$ cat src/rtl/uart_tx_if.sv
// uart_tx_if: valid/ready byte stream feeding the UART transmitter FIFO
interface uart_tx_if #(
    parameter int DATA_WIDTH = 8
);
    logic [DATA_WIDTH-1:0] data;
    logic                  valid;
    logic                  ready;
    modport master (output data, valid, input ready);
    modport slave  (input data, valid, output ready);
endinterface

$ cat src/rtl/uart_tx.sv
// uart_tx: FIFO-buffered 8N1/8N2 UART transmitter, LSB first, line idle high
module uart_tx #(
    parameter int DATA_WIDTH = 8,
    parameter int FIFO_DEPTH = 4,
    parameter int STOP_BITS  = 1
) (
    input  logic                        clk,
    input  logic                        rst,
    input  logic [15:0]                 i_clks_per_bit,
    uart_tx_if.slave                    i_bus,
    output logic                        o_tx,
    output logic                        o_busy,
    output logic                        o_tx_done,
    output logic [$clog2(FIFO_DEPTH):0] o_fifo_count
);
    localparam int AW = $clog2(FIFO_DEPTH);
    localparam int CW = AW + 1;
    localparam int BW = $clog2(DATA_WIDTH + 1);
    localparam logic [CW-1:0] DEPTH     = CW'(FIFO_DEPTH);
    localparam logic [BW-1:0] LAST_BIT  = BW'(DATA_WIDTH - 1);
    localparam logic [BW-1:0] LAST_STOP = BW'(STOP_BITS - 1);

    typedef enum logic [1:0] {S_IDLE, S_START, S_DATA, S_STOP} state_t;

    state_t                r_state, w_state_next;
    logic [DATA_WIDTH-1:0] r_mem [FIFO_DEPTH];
    logic [AW-1:0]         r_wr_ptr, r_rd_ptr;
    logic [CW-1:0]         r_count;
    logic [DATA_WIDTH-1:0] r_shift, w_shift_next;
    logic [15:0]           r_period, w_period_next, r_clk_cnt, w_clk_cnt_next, w_period_in;
    logic [BW-1:0]         r_bit_cnt, w_bit_cnt_next;
    logic                  r_tx, r_tx_done, w_tx_next, w_done_next;
    logic                  w_push, w_pop, w_nempty, w_last_clk;

    assign i_bus.ready  = r_count < DEPTH;
    assign w_push       = i_bus.valid && i_bus.ready;
    assign w_nempty     = r_count != '0;
    assign w_period_in  = i_clks_per_bit < 16'd2 ? 16'd2 : i_clks_per_bit;
    assign w_last_clk   = r_clk_cnt == r_period - 16'd1;
    assign w_tx_next    = w_state_next == S_START ? 1'b0 :
                          w_state_next == S_DATA  ? w_shift_next[0] : 1'b1;
    assign o_tx         = r_tx;
    assign o_tx_done    = r_tx_done;
    assign o_busy       = r_state != S_IDLE;
    assign o_fifo_count = r_count;

    // FIFO storage; never read before written, so no reset needed
    always_ff @(posedge clk) begin
        if (w_push) r_mem[r_wr_ptr] <= i_bus.data;
    end

    // FIFO pointers and occupancy; simultaneous push and pop cancel out
    always_ff @(posedge clk) begin
        if (rst) begin
            r_wr_ptr <= '0;
            r_rd_ptr <= '0;
            r_count  <= '0;
        end else begin
            if (w_push) r_wr_ptr <= r_wr_ptr + AW'(1);
            if (w_pop) r_rd_ptr <= r_rd_ptr + AW'(1);
            r_count <= r_count + CW'(w_push) - CW'(w_pop);
        end
    end

    // frame state, counters and registered line/done outputs
    always_ff @(posedge clk) begin
        if (rst) begin
            r_state   <= S_IDLE;
            r_shift   <= '0;
            r_period  <= '0;
            r_clk_cnt <= '0;
            r_bit_cnt <= '0;
            r_tx      <= 1'b1;
            r_tx_done <= 1'b0;
        end else begin
            r_state   <= w_state_next;
            r_shift   <= w_shift_next;
            r_period  <= w_period_next;
            r_clk_cnt <= w_clk_cnt_next;
            r_bit_cnt <= w_bit_cnt_next;
            r_tx      <= w_tx_next;
            r_tx_done <= w_done_next;
        end
    end

    // next frame state; a pop both loads the shifter and latches the bit period
    always_comb begin
        w_state_next   = r_state;
        w_shift_next   = r_shift;
        w_period_next  = r_period;
        w_clk_cnt_next = r_clk_cnt + 16'd1;
        w_bit_cnt_next = r_bit_cnt;
        w_pop          = 1'b0;
        w_done_next    = 1'b0;
        case (r_state)
            S_IDLE: begin
                w_clk_cnt_next = '0;
                if (w_nempty) begin
                    w_pop          = 1'b1;
                    w_shift_next   = r_mem[r_rd_ptr];
                    w_period_next  = w_period_in;
                    w_bit_cnt_next = '0;
                    w_state_next   = S_START;
                end
            end
            S_START: begin
                if (w_last_clk) begin
                    w_clk_cnt_next = '0;
                    w_bit_cnt_next = '0;
                    w_state_next   = S_DATA;
                end
            end
            S_DATA: begin
                if (w_last_clk) begin
                    w_clk_cnt_next = '0;
                    w_shift_next   = r_shift >> 1;
                    w_bit_cnt_next = r_bit_cnt == LAST_BIT ? '0 : r_bit_cnt + BW'(1);
                    w_state_next   = r_bit_cnt == LAST_BIT ? S_STOP : S_DATA;
                end
            end
            S_STOP: begin
                if (w_last_clk) begin
                    w_clk_cnt_next = '0;
                    w_bit_cnt_next = r_bit_cnt + BW'(1);
                    if (r_bit_cnt == LAST_STOP) begin
                        w_done_next    = 1'b1;
                        w_bit_cnt_next = '0;
                        w_state_next   = S_IDLE;
                        if (w_nempty) begin
                            w_pop         = 1'b1;
                            w_shift_next  = r_mem[r_rd_ptr];
                            w_period_next = w_period_in;
                            w_state_next  = S_START;
                        end
                    end
                end
            end
            default: w_state_next = S_IDLE;
        endcase
    end
endmodule

$ cat src/flat_wrapper.sv
// flat-port wrapper written by rule: the top's interface ports become plain ports
module uart_tx_flat 
#(
    parameter int DATA_WIDTH = 8,
    parameter int FIFO_DEPTH = 4,
    parameter int STOP_BITS  = 1
)
  (clk, rst, i_clks_per_bit, o_tx, o_busy, o_tx_done, o_fifo_count, i_bus_data, i_bus_valid, i_bus_ready);
  uart_tx_if #(.DATA_WIDTH(DATA_WIDTH)) i_bus_i ();
  input  logic clk;
  input  logic rst;
  input  logic [15:0] i_clks_per_bit;
  output logic o_tx;
  output logic o_busy;
  output logic o_tx_done;
  output logic [$clog2(FIFO_DEPTH):0] o_fifo_count;
  input wire logic [$bits(i_bus_i.data)-1:0] i_bus_data;
  input wire logic [$bits(i_bus_i.valid)-1:0] i_bus_valid;
  output wire logic [$bits(i_bus_i.ready)-1:0] i_bus_ready;
  assign i_bus_i.data = i_bus_data;
  assign i_bus_i.valid = i_bus_valid;
  assign i_bus_ready = i_bus_i.ready;
  uart_tx #(.DATA_WIDTH(DATA_WIDTH), .FIFO_DEPTH(FIFO_DEPTH), .STOP_BITS(STOP_BITS)) u_core (.clk(clk), .rst(rst), .i_clks_per_bit(i_clks_per_bit), .i_bus(i_bus_i), .o_tx(o_tx), .o_busy(o_busy), .o_tx_done(o_tx_done), .o_fifo_count(o_fifo_count));
endmodule
$ cat config.mk
export PLATFORM = sky130hd
export DESIGN_NAME = uart_tx_flat
export DESIGN_NICKNAME = d
export VERILOG_FILES = /design/src/rtl/uart_tx_if.sv /design/src/rtl/uart_tx.sv /design/src/flat_wrapper.sv
export SDC_FILE = /design/constraint.sdc
export NUM_CORES = 1
export LEC_CHECK = 0
export ABC_AREA = 1
export CELL_PAD_IN_SITES_DETAIL_PLACEMENT = 1
export CELL_PAD_IN_SITES_GLOBAL_PLACEMENT = 2
export CORE_UTILIZATION = 38
export CTS_CLUSTER_DIAMETER = 150
export DETAILED_ROUTE_END_ITERATION = 10
export DONT_BUFFER_PORTS = 1
export PLACE_DENSITY_LB_ADDON = 0.08
export SYNTH_ARGS = -nofsm -noshare
export SYNTH_HDL_FRONTEND = slang
export SYNTH_SLANG_ARGS = --single-unit
$ cat constraint.sdc
create_clock -name clk -period 3.8 [get_ports clk]
set_input_delay 0.57 -clock clk [delete_from_list [all_inputs] [get_ports clk]]
set_output_delay 0.57 -clock clk [all_outputs]
set_load 0.01 [all_outputs]
==> results.md, run 1 <==
* Status: finished, final reports clean
* Share of cells above drive strength 1 at 0.08160
* Total number of placement rows at 40
* Die Area at 13090 um2
* Reg power frac at 0.320
* M1 GR Usage at 0.2476
* Hold path startpoint: rst
* Hold-fix buffers at CTS at 0
* Synthesized area per cell at 7.783 um2
* Clk pwr share at 0.214
* Tot Pwr at 4.408 mW
* Gate power share at 0.466
* R2r setup slk at 0.34 ns
* Most Frequent Cell on Critical Path: nand2_1
* Post-synthesis cell type count at 37
* Core area at 12160 um2
* Max stage delay on crit path at 0.41 ns
* Drt drc at 0
* GP Congestion at 0.8070
* Most frequent cells in the layout: nand2_1 (121), nor2_1 (88), inv_1 (73), dfxtp_1 (57), o21ai_0 (48)
* Dpl ws at 0.2408 ns
* H-Tree Depth at 3
* Net switching power at 2.026 mW
* Setup crit start: u_core.r_period[0]$_SDFFE_PP0P_
* Crit start category: flop
* Fmax at 289.3 MHz
* Final hold violation count at 0
* Register area share after synthesis at 0.4377
* Iteration count of the initial detailed-routing pass at 4
* Max VDD drop at 0.3395 mV
* Rel. slew slack at 0.4460
* Routed len/inst at 15.99 um
* Synth Net Count at 660
* Pint at 2.382 mW
* Slew @ Worst Pin at 0.8279 ns
* Clock Skew at 0.008804 ns
* Grt ovf at 0
* Cell family with most CP delay: simple AND/OR/NAND/NOR gates
* Hold Path Depth at 1
* Total GRT Usage at 0.2112
* PD cells at 835.1 nW/um2
* Initial antenna violation count at 0
* I/O Buffers at 0
* Met3 Track Usage GR at 0.03706
* GR peak layer: met2
* Count of state elements after synthesis at 89
* # fillers at 1542
* Setup TNS at 0 ns
* Largest net degree at the start of global routing at 28
* M2 GR Usage at 0.3859
* Placed wire-length estimate at 9683 um
* Worst setup margin at 0.3434 ns
* Clk sink count at 89
* Antenna Nets Post-Route at 0
* Starting Density at 0.3949
* Chip Height at 114.4 um
* Via density at 5.047
* Area grow syn2layout at 9.927%
* Mapped Area at 4802 um2
* CTS tree: yes
* Post-route minimum period at 3.457 ns
* Chip Width at 114.4 um
* Layout Nets at 663
* Fin util at 0.4341
* TritonCTS Buffers at 9
* Reg-to-reg startpoint: u_core.r_period[0]$_SDFFE_PP0P_
* Skew-Pair Late Insertion Delay at 0.35 ns
* FF-to-FF path depth at 21
* Crit-path slowest cell: dfxtp_1
* Critical Path End Type: flop
* CP bufs+invs at 4
* Routed via count at 4002
* First-pass GRT wire length at 20930 um
* CP Data Arrival Time at 3.68 ns
* Root buffer cell: clkbuf_16
* Net Sw Frac at 0.4597
* Slew Viols, Final at 0
* Synth Instances at 617
* RSZ-0062 raised after global routing: no
* Hold WS at 0.2801 ns
* Max cap viols at 0
* DR iter-0 viols at 138
* I/O pins at 34
* Final worst-path cycle share at 0.9096
* WHS Endpoint: u_core.r_period[14]$_SDFFE_PP0P_
* Synth Warn # at 0
* Vias in the first global route at 4154
* Worst hold path type: input pin to flop
* CP max FO at 6
* Cell depth of the worst setup path at 21
* Worst Path Required at 4.03 ns
* RR Endpoint: u_core.o_fifo_count[2]$_SDFF_PP0_
* Clk slew on worst S/H paths at 0.07 ns
* CP cell instances: inv_2 -> ha_2 -> nand2_1 -> nor2_2 -> nand2_1 -> nand3_1 -> nor2_1 -> nand3_2 -> nor2_4 -> nand4_1 -> nand2_2 -> nand2_1 -> inv_2 -> ha_1 -> inv_1 -> ha_1 -> inv_1 -> fa_1 -> xor2_1 -> o21ai_0 -> a21oi_1
* Setup violators final at 0
* Leakage power at 2.139 nW
* Commonest non-fill, non-tap cell in the layout: nand2_1
* WL final at 12680 um
* Deepest clock path buffer count at 2
* Diodes inserted at 0
* WS Path Type: flop to flop
==> power by group through the flow <==
stage          Clock, mW  Sequential (mW)  Combinational (mW)
3_3_place_gp           0             1.43                2.02
4_1_cts            0.973             1.41                2.08
6_report           0.943             1.41                2.05
2_1_floorplan          0             1.36                1.63
5_1_grt             1.01             1.44                2.35
3_5_place_dp           0             1.43                2.06
==> stage by stage <==
stage | instance area [um2] | std cells
global placement | 4966 | 777
floorplan | 4802 | 617
finish | 5279 | 793
global route | 5279 | 793
detailed placement | 4966 | 777
CTS | 5274 | 793
==> Yosys cell counts (all sizes together) <==
| master | instances | share of area |
|---|---|---|
| o221ai | 6 | 0.011 |
| nand4 | 9 | 0.012 |
| buf | 4 | 0.0081 |
| edfxtp | 32 | 0.20 |
| nand3 | 36 | 0.040 |
| o211ai | 1 | 0.0016 |
| a211oi | 13 | 0.023 |
| xnor2 | 5 | 0.0091 |
| nand2 | 130 | 0.11 |
| a31oi | 1 | 0.0013 |
| o22ai | 2 | 0.0026 |
| clkinv | 1 | 0.00078 |
| a21oi | 28 | 0.029 |
| dfxtp | 57 | 0.24 |
| nor3 | 12 | 0.013 |
| clkbuf | 6 | 0.0047 |
| o21ai | 52 | 0.057 |
| nor3b | 6 | 0.0094 |
| ha | 15 | 0.039 |
| xor2 | 14 | 0.026 |
| and3 | 1 | 0.0013 |
| inv | 77 | 0.060 |
| fa | 1 | 0.0042 |
| nor4 | 4 | 0.0052 |
| nor2 | 101 | 0.091 |
| nand3b | 3 | 0.0047 |
==> logic make-up after synthesis <==
family	count (synthesis)	synth area share
AO/OA/AOI/OAI	103	0.1264
XOR/XNOR	19	0.03465
adder cells (fa/ha/maj)	16	0.04325
buffers and inverters	88	0.07373
flip-flops	89	0.4377
AND/OR/NAND/NOR	302	0.2843
==> worst max-delay path by stage <==
stage / to / slack, ns
3_5_place_dp: u_core.o_fifo_count[2]$_SDFF_PP0_ / 0.24
6_report: u_core.o_fifo_count[2]$_SDFF_PP0_ / 0.34
2_1_floorplan: u_core.o_fifo_count[2]$_SDFF_PP0_ / 0.70
5_1_grt: u_core.o_fifo_count[2]$_SDFF_PP0_ / 0.008
4_1_cts: u_core.o_fifo_count[2]$_SDFF_PP0_ / 0.19
3_3_place_gp: u_core.o_fifo_count[2]$_SDFF_PP0_ / 0.37
==> cell type report <==
class                   count  area [um2]  share of cell area
multi-input cells         440        2351              0.4454
well taps                 168       210.2             0.03982
inverters                  78       292.8             0.05546
flip-flops and latches     89        2102              0.3982
clock buffers               9       225.2             0.04266
repair buffers              2       15.01            0.002844
clock inverters             7       82.58             0.01564
==> metal layers <==
layer | wire (um) | vias to the layer above
li1 | - | 2042
met1 | 5562 | 1898
met2 | 6592 | 45
met3 | 314 | 17
met4 | 212 | 0
met5 | 0 | -
==> state kept, by name (all words and copies together), names as in the netlist, named ones only <==
name                 flops
u_core.r_mem            32
u_core.r_bit_cnt         4
u_core.r_shift           8
u_core.o_fifo_count      3
u_core.o_tx_done         1
u_core.r_rd_ptr          2
u_core.r_state           2
u_core.r_clk_cnt        16
u_core.r_wr_ptr          2
u_core.r_period         16
u_core.o_tx              1
==> timing repair <==
item,in CTS,in global routing
hold endpoints to repair,0,0
endpoints found under the setup margin,0,1
buffers inserted,0,0
gates resized for setup,0,2
Power figures use the tool's default switching activity.
==> run 2, diff against run 1 <==
- PLACE_DENSITY: not set -> 0.88
- PLACE_DENSITY_LB_ADDON: 0.08 -> not set
==> run 2 against run 1 <==
Worst hold slack improved by 0.0012 ns. Via count up 2.6%. Sequential share of layout area rose by 0.23 points. Sequential power about the same. Clock skew up 0.0019 ns. Register-to-register slack lost 0.02 ns. Maximum frequency is 0.45% lower. Global-route usage about the same. Combinational power hardly changed.
==> results.md, run 2 (synthesis results as in run 1) <==
* Via density at 5.184 (+2.7%)
* Diodes inserted at 0 (unchanged)
* Tot Pwr at 4.345 mW (-1.4%)
* I/O Buffers at 0 (unchanged)
* Final hold violation count at 0 (unchanged)
* Hold-fix buffers at CTS at 0 (unchanged)
* Top flop regs: u_core.r_mem: 32 flops, u_core.r_clk_cnt: 16 flops, u_core.r_period: 16 flops
* Clk sink count at 89 (unchanged)
* Reg-to-reg startpoint: u_core.r_period[12]$_SDFFE_PP0P_
* Max layer used: met4
* Critical Path End Type: flop
* Deepest clock path buffer count at 2 (unchanged)
* DR WL met2 at 6654 um (+0.94%)
* RSZ-0062 raised after global routing: no
* Antenna Nets Post-Route at 0 (unchanged)
* Max VDD drop at 0.3235 mV (-4.7%)
* Final worst-path cycle share at 0.9138 (+0.004154)
* CTS tree: yes
* Skew-Pair Late Insertion Delay at 0.35 ns (about the same)
* WS Path Type: flop to flop
* Routed len/inst at 16.33 um (+2.1%)
* TritonCTS Buffers at 9 (unchanged)
* Largest net degree at the start of global routing at 28 (unchanged)
* PD cells at 827.9 nW/um2 (-0.87%)
* CP Data Arrival Time at 3.71 ns (+0.03 ns)
* # fillers at 1518 (-1.6%)
* Drt drc at 0 (unchanged)
* Post-CTS Setup Repair Bufs at 0 (unchanged)
* Iteration count of the initial detailed-routing pass at 4 (unchanged)
* Vias in the first global route at 4189 (+0.84%)
* Slew @ Worst Pin at 0.8628 ns (+0.03485 ns)
* Placed wire-length estimate at 9818 um (+1.4%)
* Max FFs per register at 32 (unchanged)
* Setup crit start: u_core.r_period[12]$_SDFFE_PP0P_
* H-Tree Depth at 3 (unchanged)
* Most frequent cells in the layout: nand2_1 (121), nor2_1 (88), inv_1 (73), dfxtp_1 (57), o21ai_0 (48)
* Setup violators final at 0 (unchanged)
* Hold path startpoint: rst
* Grt ovf at 0 (unchanged)
* Total GRT Usage at 0.2110 (-0.0002154)
* Setup TNS at 0 ns (unchanged)
* Initial antenna violation count at 0 (unchanged)
* Crit-path slowest cell: nor2_1
* Chip Height at 114.4 um (unchanged)
* I/O pins at 34 (unchanged)
* Root buffer cell: clkbuf_16
* Cell family with most CP delay: simple AND/OR/NAND/NOR gates
* DRT met1 WL at 5642 um (+1.4%)
* Rel. slew slack at 0.4227 (-0.02332)
* Max stage delay on crit path at 0.37 ns (-0.04 ns)
* Clock Skew at 0.01066 ns (+0.001857 ns)
* CP max FO at 5 (-1)
* Clk slew on worst S/H paths at 0.07 ns (about the same)
* Most Frequent Cell on Critical Path: nand2_1
* Worst hold path type: input pin to flop
* Met3 routed WL at 364 um (+16%)
* Max cap viols at 0 (unchanged)
* WL final at 12930 um (+2.0%)
* Post-route minimum period at 3.472 ns (+0.01579 ns)
* Starting Density at 0.3949 (unchanged)
* Post-CTS Resized at 0 (unchanged)
* Leakage power at 2.123 nW (-0.75%)
* Total number of placement rows at 40 (unchanged)
* DR iter-0 viols at 129 (-6.5%)
* Die Area at 13090 um2 (unchanged)
* Area grow syn2layout at 9.302%
* Commonest non-fill, non-tap cell in the layout: nand2_1
* Fmax at 288.0 MHz (-0.45%)
* Layout Nets at 662 (-0.15%)
* Core area at 12160 um2 (unchanged)
* First-pass GRT wire length at 20860 um (-0.33%)
* CP cell instances: nor2_1 -> nand3_1 -> nor2_2 -> nand2_1 -> nand2_1 -> nand2_1 -> nor2_2 -> nand2_2 -> nor2_4 -> nand4_1 -> nand2_2 -> nand2_1 -> inv_2 -> ha_1 -> inv_1 -> ha_1 -> inv_1 -> fa_1 -> xor2_1 -> o21ai_0 -> a21oi_1
* Status: finished, final reports clean
* Largest reg by FF count: u_core.r_mem
* Routed via count at 4106 (+2.6%)
* Crit start category: flop
* Worst Path Required at 4.03 ns (about the same)
* Chip Width at 114.4 um (unchanged)
* GP Congestion at 0.8473 (+5.0%)
* Share of cells above drive strength 1 at 0.08013 (-0.001472)
* Slew Viols, Final at 0 (unchanged)
* CP bufs+invs at 3 (-1)
run 2: cell type report:
class,instances,area [um2],area share
Sequential cell,89,2102,0.4005
Tap cell,168,210.2,0.04005
Timing Repair Buffer,1,7.507,0.001430
Multi-Input combinational cell,440,2356,0.4489
Inverter,78,292.8,0.05578
Clock inverter,6,51.30,0.009774
Clock buffer,10,229.0,0.04362
run 2: path summary, 6_finish.rpt:
check	depth (start not counted)	endpoint	slack [ns]
hold / removal	1	u_core.r_period[15]$_SDFFE_PP0P_	0.28
setup reg to reg	21	u_core.o_fifo_count[2]$_SDFF_PP0_	0.33
hold reg to reg	2	u_core.r_rd_ptr[1]$_SDFFE_PP0P_	0.48
setup / recovery	21	u_core.o_fifo_count[2]$_SDFF_PP0_	0.33
run 2: worst register-to-register path, delay by kind of cell (launching register included):
family	cells	cell delay [ns]
compound gates	2	0.22
xor+xnor	1	0.16
fa+ha+maj	3	0.72
buf+inv	3	0.19
flops	1	0.36
simple gates	12	1.69
run 2: stage by stage:
step	worst slack [ns]	cells	hold slack, ns	instance area (um2)	util
4_1_cts	0.2313	792	0.2697	5239	0.4308
6_report	0.3276	792	0.2813	5249	0.4316
3_3_place_gp	0.4715	776	0.4535	4959	0.4077
5_1_grt	0.02655	792	0.2717	5249	0.4316
3_5_place_dp	0.2355	776	0.4696	4959	0.4077
2_1_floorplan	0.7048	617	0.4396	4802	-
run 2: routing by layer:
layer | GRT usage | up-vias
met5 | 0 | -
met4 | 0.08312 | 0
li1 | - | 2042
met1 | 0.2477 | 1998
met3 | 0.03864 | 20
met2 | 0.3794 | 46
run 2: power by group:
part           internal [mW]  leakage, nW  switching, mW  total (mW)
Combinational          0.659         1.22           1.41        2.06
Clock                  0.456        0.140          0.408       0.864
Sequential              1.20        0.760          0.220        1.42
Total                   2.31         2.12           2.03        4.35
